===== src/rtl/add_subt_arbiter_pkg.sv =====
// Shared definitions for the add/subtract unit arbiter.
//   - FSM state encodings (kept as plain localparams for compatibility with
//     legacy tools that read the encodings numerically).
//   - Operation encodings driven to the add/subtract unit.
package add_subt_arbiter_pkg;

  typedef logic [2:0] state_t;

  localparam state_t StIdle    = 3'd0;
  localparam state_t StLaunch  = 3'd1;
  localparam state_t StWait    = 3'd2;
  localparam state_t StDone    = 3'd3;
  localparam state_t StRelease = 3'd4;

  localparam logic OpAdd = 1'b0;
  localparam logic OpSub = 1'b1;

endpackage


===== src/rtl/add_subt_arbiter_rr_priority_picker.sv =====
// Combinational round-robin picker.
// Ports:
//   req_i   - request vector, one bit per requester
//   ptr_i   - index with highest priority this round
//   idx_o   - first requester at or above ptr_i (with wrap-around) that is requesting
//   valid_o - at least one request is present
module add_subt_arbiter_rr_priority_picker #(
  parameter int unsigned N_REQ = 2,
  parameter int unsigned GW    = 1
) (
  input  logic [N_REQ-1:0] req_i,
  input  logic [GW-1:0]    ptr_i,
  output logic [GW-1:0]    idx_o,
  output logic             valid_o
);

  // One extra bit so ptr + offset cannot overflow before the wrap.
  logic [GW:0] cand;

  always_comb begin
    idx_o   = '0;
    cand    = '0;
    valid_o = |req_i;
    // Walk offsets from farthest to nearest so the nearest hit is the one kept.
    for (int k = N_REQ - 1; k >= 0; k--) begin
      cand = {1'b0, ptr_i} + (GW + 1)'(k);
      if (cand >= (GW + 1)'(N_REQ)) begin
        cand = cand - (GW + 1)'(N_REQ);
      end
      if (req_i[cand[GW-1:0]]) begin
        idx_o = cand[GW-1:0];
      end
    end
  end

endmodule


===== src/rtl/add_subt_arbiter.sv =====
// Round-robin arbiter sharing one floating-point add/subtract unit between
// N_REQ requesters.
// Ports:
//   clk, reset              - clock and asynchronous active-high reset
//   req_in                  - level request per requester, held until its ready_out
//   operation_in            - per requester: 0 add, 1 subtract
//   data_a_in / data_b_in   - flattened operands, requester i at [i*W +: W]
//   ack_in                  - per requester: result taken
//   ready_out               - one-hot result-valid towards the granted requester
//   result_out              - registered result, shared
//   busy                    - arbiter is not idle
//   grant_id                - current or last granted requester
//   beg_add_subt            - start pulse to the unit
//   ack_add_subt            - result-consumed pulse to the unit
//   operation_add_subt,
//   data_a_add_subt,
//   data_b_add_subt         - latched operation and operands for the unit
//   ready_add_subt,
//   result_add_subt         - unit result handshake
module add_subt_arbiter
  import add_subt_arbiter_pkg::*;
#(
  parameter int unsigned W     = 32,
  parameter int unsigned N_REQ = 2,
  parameter int unsigned GW    = 1
) (
  input  logic             clk,
  input  logic             reset,
  input  logic [N_REQ-1:0] req_in,
  input  logic [N_REQ-1:0] operation_in,
  input  logic [N_REQ*W-1:0] data_a_in,
  input  logic [N_REQ*W-1:0] data_b_in,
  input  logic [N_REQ-1:0] ack_in,
  output logic [N_REQ-1:0] ready_out,
  output logic [W-1:0]     result_out,
  output logic             busy,
  output logic [GW-1:0]    grant_id,
  output logic             beg_add_subt,
  output logic             ack_add_subt,
  output logic             operation_add_subt,
  output logic [W-1:0]     data_a_add_subt,
  output logic [W-1:0]     data_b_add_subt,
  input  logic             ready_add_subt,
  input  logic [W-1:0]     result_add_subt
);

  state_t        state_q, state_d;
  logic [GW-1:0] grant_q, grant_d;
  logic [GW-1:0] rr_ptr_q, rr_ptr_d;
  logic          op_q, op_d;
  logic [W-1:0]  a_q, a_d;
  logic [W-1:0]  b_q, b_d;
  logic [W-1:0]  res_q, res_d;

  logic [GW-1:0] pick_idx;
  logic          pick_valid;
  logic          ack_granted;

  add_subt_arbiter_rr_priority_picker #(
    .N_REQ (N_REQ),
    .GW    (GW)
  ) u_picker (
    .req_i   (req_in),
    .ptr_i   (rr_ptr_q),
    .idx_o   (pick_idx),
    .valid_o (pick_valid)
  );

  // Only the granted requester's ack counts.
  always_comb begin
    ack_granted = 1'b0;
    for (int i = 0; i < N_REQ; i++) begin
      if (grant_q == GW'(i)) begin
        ack_granted = ack_in[i];
      end
    end
  end

  always_comb begin
    state_d  = state_q;
    grant_d  = grant_q;
    rr_ptr_d = rr_ptr_q;
    op_d     = op_q;
    a_d      = a_q;
    b_d      = b_q;
    res_d    = res_q;

    case (state_q)
      StIdle: begin
        if (pick_valid) begin
          grant_d = pick_idx;
          for (int i = 0; i < N_REQ; i++) begin
            if (pick_idx == GW'(i)) begin
              op_d = operation_in[i] ? OpSub : OpAdd;
              a_d  = data_a_in[i*W +: W];
              b_d  = data_b_in[i*W +: W];
            end
          end
          state_d = StLaunch;
        end
      end
      // The unit only sees beg here; a ready now belongs to no transaction.
      StLaunch: state_d = StWait;
      StWait: begin
        if (ready_add_subt) begin
          res_d   = result_add_subt;
          state_d = StDone;
        end
      end
      StDone: begin
        if (ack_granted) begin
          state_d = StRelease;
        end
      end
      StRelease: begin
        rr_ptr_d = (grant_q == GW'(N_REQ - 1)) ? '0 : grant_q + GW'(1);
        state_d  = StIdle;
      end
      default: state_d = StIdle;
    endcase
  end

  always_ff @(posedge clk or posedge reset) begin
    if (reset) begin
      state_q  <= StIdle;
      grant_q  <= '0;
      rr_ptr_q <= '0;
      op_q     <= OpAdd;
      a_q      <= '0;
      b_q      <= '0;
      res_q    <= '0;
    end else begin
      state_q  <= state_d;
      grant_q  <= grant_d;
      rr_ptr_q <= rr_ptr_d;
      op_q     <= op_d;
      a_q      <= a_d;
      b_q      <= b_d;
      res_q    <= res_d;
    end
  end

  always_comb begin
    ready_out = '0;
    if (state_q == StDone) begin
      for (int i = 0; i < N_REQ; i++) begin
        ready_out[i] = (grant_q == GW'(i));
      end
    end
  end

  assign busy               = (state_q != StIdle);
  assign beg_add_subt       = (state_q == StLaunch);
  assign ack_add_subt       = (state_q == StRelease);
  assign grant_id           = grant_q;
  assign result_out         = res_q;
  assign operation_add_subt = op_q;
  assign data_a_add_subt    = a_q;
  assign data_b_add_subt    = b_q;

endmodule


===== config.mk =====
export PLATFORM = sky130hd
export DESIGN_NAME = add_subt_arbiter
export DESIGN_NICKNAME = d
export VERILOG_FILES = /design/src/rtl/add_subt_arbiter_pkg.sv /design/src/rtl/add_subt_arbiter_rr_priority_picker.sv /design/src/rtl/add_subt_arbiter.sv
export SDC_FILE = /design/constraint.sdc
export NUM_CORES = 1
export LEC_CHECK = 0
export ABC_AREA = 1
export ABC_CLOCK_PERIOD_IN_PS = 8400
export BUFFER_PORTS_ARGS = -buffer_cell sky130_fd_sc_hd__buf_2
export CAP_MARGIN = 25
export CORE_AREA = 2 2 107 109
export DETAILED_ROUTE_END_ITERATION = 7
export DIE_AREA = 0 0 109 111
export PLACE_DENSITY = 0.8
export SLEW_MARGIN = 30
export SYNTH_ARGS = -nofsm -noshare
export SYNTH_HDL_FRONTEND = slang
export SYNTH_SLANG_ARGS = --single-unit

===== constraint.sdc =====
create_clock -name clk -period 8.4 [get_ports clk]
set_input_delay 0.42 -clock clk [delete_from_list [all_inputs] [get_ports clk]]
set_output_delay 0.42 -clock clk [all_outputs]
set_load 0.01 [all_outputs]

==> impl_results.md, run 1 <==
* Multi-input gate area at 0.001678 mm^2
* Post-route cell area at 0.006515 mm^2
* DIE WIDTH at 109 um
* First drt pass iteration count at 6
* Critical path class: reg -> reg
* Via/cell ratio at 4.700
* Setup crit start kind: flip-flop
* CTS clk-pin slew, worst paths at 0.07 ns
* Rows at 39
* Setup repair bufs after CTS at 0
* CP max FO at 88
* CTS sink count at 102
* Pwr dens at 348.9 mW/mm^2
* Synth top area share at 0.5285
* Wire length of the first global-routing pass at 20680 um
* Crit path DAT at 2.32 ns
* Predominant post-synthesis flop cell: dfrtp_1
* Avg Cell Area, Syn at 8.049 um^2
* Chip height at 111 um
* Initial antenna violation count at 0
* Critical Path Sink Type: flip-flop
* Final WL at 13100 um
* Vias post-DR at 4695
* CP Cell Sequence: inv_1 -> nand2_1 -> nand2_4 -> buf_4 -> nand2_1 -> o211ai_1 -> nand2_1
* Initial Utilization at 0.4360
* Synth Warn # at 0
* Worst Path Required at 8.62 ns
* DP HPWL at 9379 um
* Syn_nets at 769
* Relative slew slack at 0.4578
* Post-Syn Instances at 600
* # IOs at 272
* Ranking of synthesized cells by area: dfrtp_1, nand2_1, o211ai_1
* Placer Congestion at 0.7912
* MaxCap Viol Count at 0
* Most frequent cells after synthesis: nand2_1, inv_1, dfrtp_1
* Vias in the first global route at 4528
* Fmax at 0.4757 GHz
* EDFF count, synth at 0
* Area leader, netlist: dfrtp_1
* Resized cells post-CTS at 0
* Total GRT Usage at 0.2158
* Post-synth ARST share at 1.000
* CTS max path bufs at 2
* Core region area at 0.01108 mm^2
* Leakage at 4.010 nW
* Dpl cell area at 0.006192 mm^2
* Post-route DRC violation count at 0
* Buf/Inv on CP at 2
* Pin count of the biggest net entering global routing at 89
* Outcome: complete, no violations
* Final Cycle Share at 0.2502
* Nets at 1020
* Final setup TNS at 0 ns
* Hold_ws at 0.1764 ns
* HP Class: in -> async
* Drt initial violations at 306
* Final hold viol count at 0
* CP top delay family: buffers and inverters
* CTS tree: done
* Clk_lat worst skew at 0.33 ns
* Root buf cell: clkbuf_16
* Largest stage delay, worst path at 0.72 ns
* Worst slew pin tran at 0.8132 ns
* Hold buffer count at CTS at 0
* Antenna-violating nets left at 0
* Most instantiated library cell after synthesis: nand2_1
* Diodes inserted at 0
* RR Startpoint: rr_ptr_q
* Htree depth at 3
* Minimum clock period at 2.102 ns
* Yosys reg bits at 102
* Max stage delay cell, worst path: buf_4
* Area growth syn-to-layout at 34.90%
* Die area at 0.01210 mm^2
* Routed len/inst at 13.11 um
* CTS Buf Count at 9
* Critical Path Start: rr_ptr_q
* Pins Over Slew Limit at 0
* RSZ-0062 raised after global routing: no
* Overflow after GRT at 0
* Skew final at 0.005839 ns
* Peak VDD IR at 210.7 uV
* Fill count at 1016
* Most frequent CP cell: nand2_1
* IO buf count at 271
* Final setup viols at 0
* Synthesized area at 0.004830 mm^2
* Seq/Total Area, Yosys at 0.5285
* Reg area at 0.002552 mm^2
* Netlist cell types at 17
* Share of cells above drive strength 1 at 0.3470
cell usage in the layout (no fill, tap or decap), drive strengths merged:
cell      netlist  final
buf            16    275
bufinv          0      2
clkbuf         19     10
clkinv          0      3
clkinvlp        0      1
dfrtp         102    102
inv           107    107
nand2         241    241
nand3           5      5
nand3b          1      1
nand4           3      3
nor2            7      7
o211ai         65     65
o21ai          34     34
stage by stage:
step           cells  setup slack (ns)    util  power [mW]
2_1_floorplan    600             5.305       -       1.487
3_3_place_gp     983             6.281  0.5590       1.815
3_5_place_dp     983             6.230  0.5590       1.850
4_1_cts          999             6.260  0.5875       2.299
5_1_grt          999             6.090  0.5882       2.463
6_report         999             6.298  0.5882       2.273
cell type report:
cell class | instances | share of cell area
multi-input cells | 356 | 0.2575
inverters | 107 | 0.06203
clock inverters | 6 | 0.01325
repair buffers | 275 | 0.2128
flip-flops and latches | 102 | 0.3918
well taps | 143 | 0.02746
clock buffers | 10 | 0.03515
cell families (layout without fill, tap and decap cells):
logic type	after synthesis	after routing	synth area share
flip-flops	102	102	0.5285
AND/OR/NAND/NOR	257	257	0.2080
buffers and inverters	142	398	0.1272
AO/OA/AOI/OAI	99	99	0.1363
flip-flops by register name (all words and copies together) (netlist names):
| name | flops |
|---|---|
| result_out | 32 |
| data_b_add_subt | 32 |
| state_q | 3 |
| operation_add_subt | 1 |
| rr_ptr_q | 1 |
| data_a_add_subt | 32 |
| grant_id | 1 |
power breakdown:
part | internal [mW] | switching [mW] | leakage (nW)
Combinational | 0.373 | 0.590 | 2.60
Sequential | 0.733 | 0.135 | 1.26
Clock | 0.261 | 0.180 | 0.152
routing by layer:
layer,GRT usage,vias to the layer above,part of all wire
li1,-,2360,-
met1,0.2527,2107,0.39
met2,0.3735,204,0.48
met3,0.05526,24,0.10
met4,0.08291,0,0.025
met5,0,-,0
worst paths after layout:
check,to,cells past startpoint,slack (ns)
worst min-delay path,result_out[2],2,0.18
min in group clk,result_out[24],3,0.32
worst min register to register,data_b_add_subt[28],2,0.47
worst max register to register,data_a_add_subt[23],7,6.30
max in group asynchronous,result_out[15],3,7.12
worst max-delay path,data_a_add_subt[23],7,6.30
Power figures use the tool's default switching activity.
==> run 2, diff against run 1 <==
ABC_AREA = 0   (was 1)
ABC_CLOCK_PERIOD_IN_PS = 2170   (was 8400)
CORE_AREA = 2 2 105 107   (was 2 2 107 109)
DIE_AREA = 0 0 107 109   (was 0 0 109 111)
PLACE_DENSITY = 0.79   (was 0.8)
clock period = 2.17 ns   (was 8.4 ns; I/O delays follow)
==> run 2 against run 1 <==
  * Die area down 3.6%
  * Sequential share of layout area decreased by 1.5 points
  * First-iteration DRC count fell by 10%
  * Sequential cell count stayed put
  * Synthesized cell count down 46%
  * Sequential power grew to 4.0 times the previous value
  * Cell count shrank 21%
  * Critical path depth fell by 3
  * Clock power rose to 2.7 times the previous value
  * Final area up 4.0%
==> impl_results.md, run 2 <==
* Outcome: complete, no violations
* Pin count of the biggest net entering global routing at 67
* Diodes inserted at 0
* Synthesized area at 0.004452 mm^2
* Synth top area share at 0.5734
* Setup repair bufs after CTS at 0
* Most frequent cells in the layout: buf_2, dfrtp_1, a21o_1, dlygate4sd3_1, o221a_1
* Placer Congestion at 0.8056
* Worst r2r dst: result_out[9]
* Reg area at 0.002552 mm^2
* Share of cells above drive strength 1 at 0.5323
* CTS Buf Count at 9
* Post-synth ARST share at 1.000
* End point of the worst hold path: data_a_add_subt[7]
* Post-Syn Instances at 324
* Hold path cells at 2
* Drt initial violations at 275
* DIE WIDTH at 107 um
* DP Worst Slack at 0.4839 ns
* Rows at 38
* CP max FO at 37
* Final Cycle Share at 0.8941
* Yosys reg bits at 102
* Multi-input gate area at 0.001755 mm^2
* Hold_ws at 0.01572 ns
* HP Class: in -> reg
* Total GRT Usage at 0.2266
* Clk_lat worst skew at 0.37 ns
* Overflow after GRT at 0
* EDFF count, synth at 0
* Max stage delay cell, worst path: dfrtp_1
* Leakage at 3.324 nW
* Core region area at 0.01060 mm^2
* Fmax at 0.5154 GHz
* Worst slew pin tran at 0.7537 ns
* Root buf cell: clkbuf_8
* DP HPWL at 9084 um
* Final setup viols at 0
* Area leader, netlist: dfrtp_1
* Worst Path Required at 2.06 ns
* # IOs at 272
* Critical path class: reg -> out
* CTS max path bufs at 2
* Hold_sp: data_a_in[39]
* Peak VDD IR at 608.1 uV
* FF-to-FF setup slack at 0.45 ns
* Final hold viol count at 0
* Relative slew slack at 0.4975
* Vias post-DR at 4202
* Final setup TNS at 0 ns
* Vias in the first global route at 4199
* Core Util, Final at 0.6388
* RSZ-0062 raised after global routing: no
* Final worst slack at 0.2298 ns
* RR Startpoint: state_q[1]
* Via/cell ratio at 5.319
* Post-route DRC violation count at 0
* Pwr dens at 1323 mW/mm^2
* Largest stage delay, worst path at 0.49 ns
* Minimum clock period at 1.940 ns
* Wire length of the first global-routing pass at 20820 um
* Crit path DAT at 1.83 ns
* Routed len/inst at 17.43 um
* Htree depth at 3
* IO buf count at 271
* CTS sink count at 102
* Hold buffer count at CTS at 61
* CTS clk-pin slew, worst paths at 0.10 ns
* R2R depth at 4
* Chip height at 109 um
* Avg Cell Area, Syn at 13.74 um^2
* Synth Warn # at 0
* Predominant post-synthesis flop cell: dfrtp_1
* Netlist cell types at 27
* Ranking of synthesized cells by area: dfrtp_1, o221a_1, a21o_1
* Commonest non-fill, non-tap cell in the layout: buf_2
* Critical Path Sink Type: primary output
* CTS tree: done
* MaxCap Viol Count at 0
* Tot Pwr at 8.961 mW
* Most frequent cells after synthesis: dfrtp_1, a21o_1, o221a_1
* Area growth syn-to-layout at 52.14%
* Antenna-violating nets left at 0
* Setup crit start kind: flip-flop
* CP Cell Sequence: nor3_4 -> buf_4 -> inv_1 -> buf_2
* Most instantiated library cell after synthesis: dfrtp_1
* Pins Over Slew Limit at 0
* Final WL at 13770 um
* Initial Utilization at 0.4199
* Die area at 0.01166 mm^2
* Nets at 815
* Fill count at 792
* First drt pass iteration count at 5
* Skew final at 0.009537 ns
* Seq/Total Area, Yosys at 0.5734
* Resized cells post-CTS at 0
* Initial antenna violation count at 0
* Syn_nets at 493
[run 2: cell types whose count changed in the layout (fill, tap and decap cells not counted), moves of 10 or more]
cell	delta
a21o_1	+65
mux2_2	+31
dlygate4sd3_1	+65
o211ai_1	-65
o21ai_0	-34
inv_1	-103
o221a_1	+50
clkbuf_8	+10
nand2_1	-238
o221a_2	+15
[run 2: cell type report]
cell class                 count  area share
inverter                       3    0.002217
timing repair buffer         344      0.3070
multi-input combinational    186      0.2592
sequential                   102      0.3769
tap                          140     0.02586
clock inverter                 5    0.008498
clock buffer                  10     0.02032
[run 2: kinds of logic (layout without fill, tap and decap cells)]
logic type | count (synthesis) | in the layout | synth area share
buffers and inverters | 36 | 362 | 0.03597
muxes | 34 | 34 | 0.08572
DFF | 102 | 102 | 0.5734
and+or+nand+nor | 16 | 16 | 0.02277
AOI/OAI and AO/OA | 136 | 136 | 0.2822
[run 2: worst max path at each step]
stage,slack (ns),startpoint,cells after the start,to
floorplan,0.65,state_q[2],6,data_a_add_subt[0]
global placement,0.51,req_in[1],4,state_q[0]
detailed placement,0.48,state_q[1],4,result_out[9]
CTS,0.26,state_q[0],4,busy
global route,0.12,state_q[0],4,busy
finish,0.23,state_q[0],4,busy
[run 2: metal layers]
layer / wire (um) / track usage
met1: 5316 / 0.2634
met2: 7143 / 0.4058
met3: 956 / 0.04543
met4: 349 / 0.1011
met5: 0 / 0
[run 2: power by group]
group	switching, mW	total (mW)	internal, mW	leakage (nW)
Clock	0.645	1.21	0.564	0.103
Combinational	2.04	4.31	2.27	2.07
Sequential	0.585	3.44	2.85	1.15
[run 2: through the flow]
step / instances / area (um^2)
2_1_floorplan: 324 / 4456
3_3_place_gp: 710 / 5924
3_5_place_dp: 710 / 5927
4_1_cts: 786 / 6733
5_1_grt: 790 / 6773
6_report: 790 / 6773
[run 2: worst max-delay path: cells and delay by family, from the launching register on]
family | cells | cell delay [ns]
buf+inv | 3 | 0.67
flops | 1 | 0.49
simple gates | 1 | 0.30
==> run 3, diff against run 2 <==
ABC_CLOCK_PERIOD_IN_PS = 1750   (was 2170)
CELL_PAD_IN_SITES_DETAIL_PLACEMENT = 0   (was not set)
CELL_PAD_IN_SITES_GLOBAL_PLACEMENT = 2   (was not set)
CORE_AREA = not set   (was 2 2 105 107)
CORE_UTILIZATION = 23   (was not set)
DIE_AREA = not set   (was 0 0 107 109)
HOLD_SLACK_MARGIN = 0.1   (was not set)
PLACE_DENSITY = not set   (was 0.79)
PLACE_DENSITY_LB_ADDON = 0.1   (was not set)
clock period = 1.75 ns   (was 2.17 ns; I/O delays follow)
==> run 3 against run 2 <==
  * Sequential share of layout area down 6.2 points
  * Cell count up 29%
  * Non-clock buffer count up 106
  * Power up 34%
  * Worst setup slack worse by 0.10 ns
  * Count of clock-buffer cells in the layout unchanged
  * Wire length up 16%
  * Via count up 7.1%
  * Critical path type unchanged
==> impl_results.md, run 3 (synthesis results as in run 2) <==
* Worst Path Required at 1.66 ns
* Crit path DAT at 1.54 ns
* Routed len/inst at 15.64 um
* Antenna-violating nets left at 0
* # IOs at 272
* Skew final at 0.007590 ns
* Core region area at 0.01883 mm^2
* Hold_ws at 0.1166 ns
* Pins Over Slew Limit at 0
* Placer Congestion at 0.7133
* Area growth syn-to-layout at 82.18%
* Most frequent cells in the layout: buf_2, dlygate4sd3_1, dfrtp_1
* Minimum clock period at 1.624 ns
* Setup crit start kind: flip-flop
* Chip height at 141.1 um
* Fmax at 0.6157 GHz
* Outcome: complete, no violations
* Overflow after GRT at 0
* Pin count of the biggest net entering global routing at 103
* Setup repair bufs after CTS at 0
* Initial Utilization at 0.2364
* Root buf cell: clkbuf_16
* DP HPWL at 9830 um
* Critical Path Sink Type: primary output
* First drt pass iteration count at 4
* Htree depth at 3
* Leakage at 3.824 nW
* Post-route DRC violation count at 0
* Rows at 50
* CP max FO at 16
* Peak VDD IR at 577.8 uV
* Pwr dens at 1478 mW/mm^2
* CTS max path bufs at 2
* CTS Buf Count at 9
* Total GRT Usage at 0.1618
* Vias in the first global route at 4921
* Nets at 921
* Via/cell ratio at 4.424
* Final setup viols at 0
* Final WL at 15910 um
* Vias post-DR at 4499
* Initial antenna violation count at 0
* Clk_lat worst skew at 0.35 ns
* Wire length of the first global-routing pass at 25030 um
* Final Cycle Share at 0.9281
* HP Class: in -> reg
* Tot Pwr at 11.98 mW
* Final hold viol count at 0
* DIE WIDTH at 141.1 um
* Die area at 0.01992 mm^2
* Final setup TNS at 0 ns
* Critical path class: reg -> out
* IO buf count at 271
* Commonest non-fill, non-tap cell in the layout: buf_2
* Diodes inserted at 0
* MaxCap Viol Count at 0
* Share of cells above drive strength 1 at 0.4650
* CTS clk-pin slew, worst paths at 0.08 ns
* RSZ-0062 raised after global routing: no
* CTS tree: done
* Relative slew slack at 0.5788
* Worst slew pin tran at 0.6319 ns
* CTS sink count at 102
* Drt initial violations at 115
run 3: final cells by class:
class	instances	area [um^2]
inverter	3	15.01
multi-input combinational	186	1753
clock inverter	6	68.82
tap	260	325.3
timing repair buffer	450	3166
clock buffer	10	229.0
sequential	102	2554
fill	1755	10720
run 3: repair_timing:
item                                   4_1_cts  5_1_grt
endpoints found under the hold margin      201        0
hold buffers                               166        0
setup endpoints to repair                    0        1
resized for setup                            0        1
run 3: power breakdown:
part	internal, mW	total [mW]	switching, mW
Sequential	3.55	4.15	0.603
Clock	1.12	2.08	0.961
Combinational	3.07	5.75	2.68
Total	7.74	12.0	4.24
run 3: layer usage:
layer | vias up | global-route usage | share of wire
met4 | 0 | 0.04405 | 0.015
met5 | - | 0 | 0
met3 | 14 | 0.05129 | 0.068
met2 | 188 | 0.2832 | 0.50
li1 | 2119 | - | -
met1 | 2178 | 0.1895 | 0.42
run 3: critical path, cell delays in order, from the launching register on:
cell and delay, ns:
dfrtp_1 0.41, nor3_4 0.30, buf_4 0.28, inv_1 0.06
buf_2 0.14
run 3: stage by stage:
| step | instance area (um^2) | instances | worst slack (ns) | utilization |
|---|---|---|---|---|
| floorplan | 4456 | 324 | 0.2267 | - |
| global placement | 6150 | 835 | 0.2165 | 0.3266 |
| detailed placement | 6150 | 835 | 0.1780 | 0.3266 |
| CTS | 8109 | 1017 | 0.07042 | 0.4306 |
| global route | 8110 | 1017 | 0.04025 | 0.4307 |
| finish | 8110 | 1017 | 0.1259 | 0.4307 |
run 3: path summary, 6_finish.rpt:
| check | cells after the start | startpoint | slack [ns] | to |
|---|---|---|---|---|
| worst max register to register | 3 | grant_id | 0.15 | state_q[0] |
| worst min-delay path | 3 | ready_add_subt | 0.12 | state_q[0] |
| max in group asynchronous | 4 | reset | 0.80 | grant_id |
| worst min register to register | 1 | result_out[1] | 0.48 | result_out[1] |
| min in group asynchronous | 4 | reset | 0.40 | result_out[13] |
| worst max-delay path | 4 | state_q[0] | 0.13 | busy |
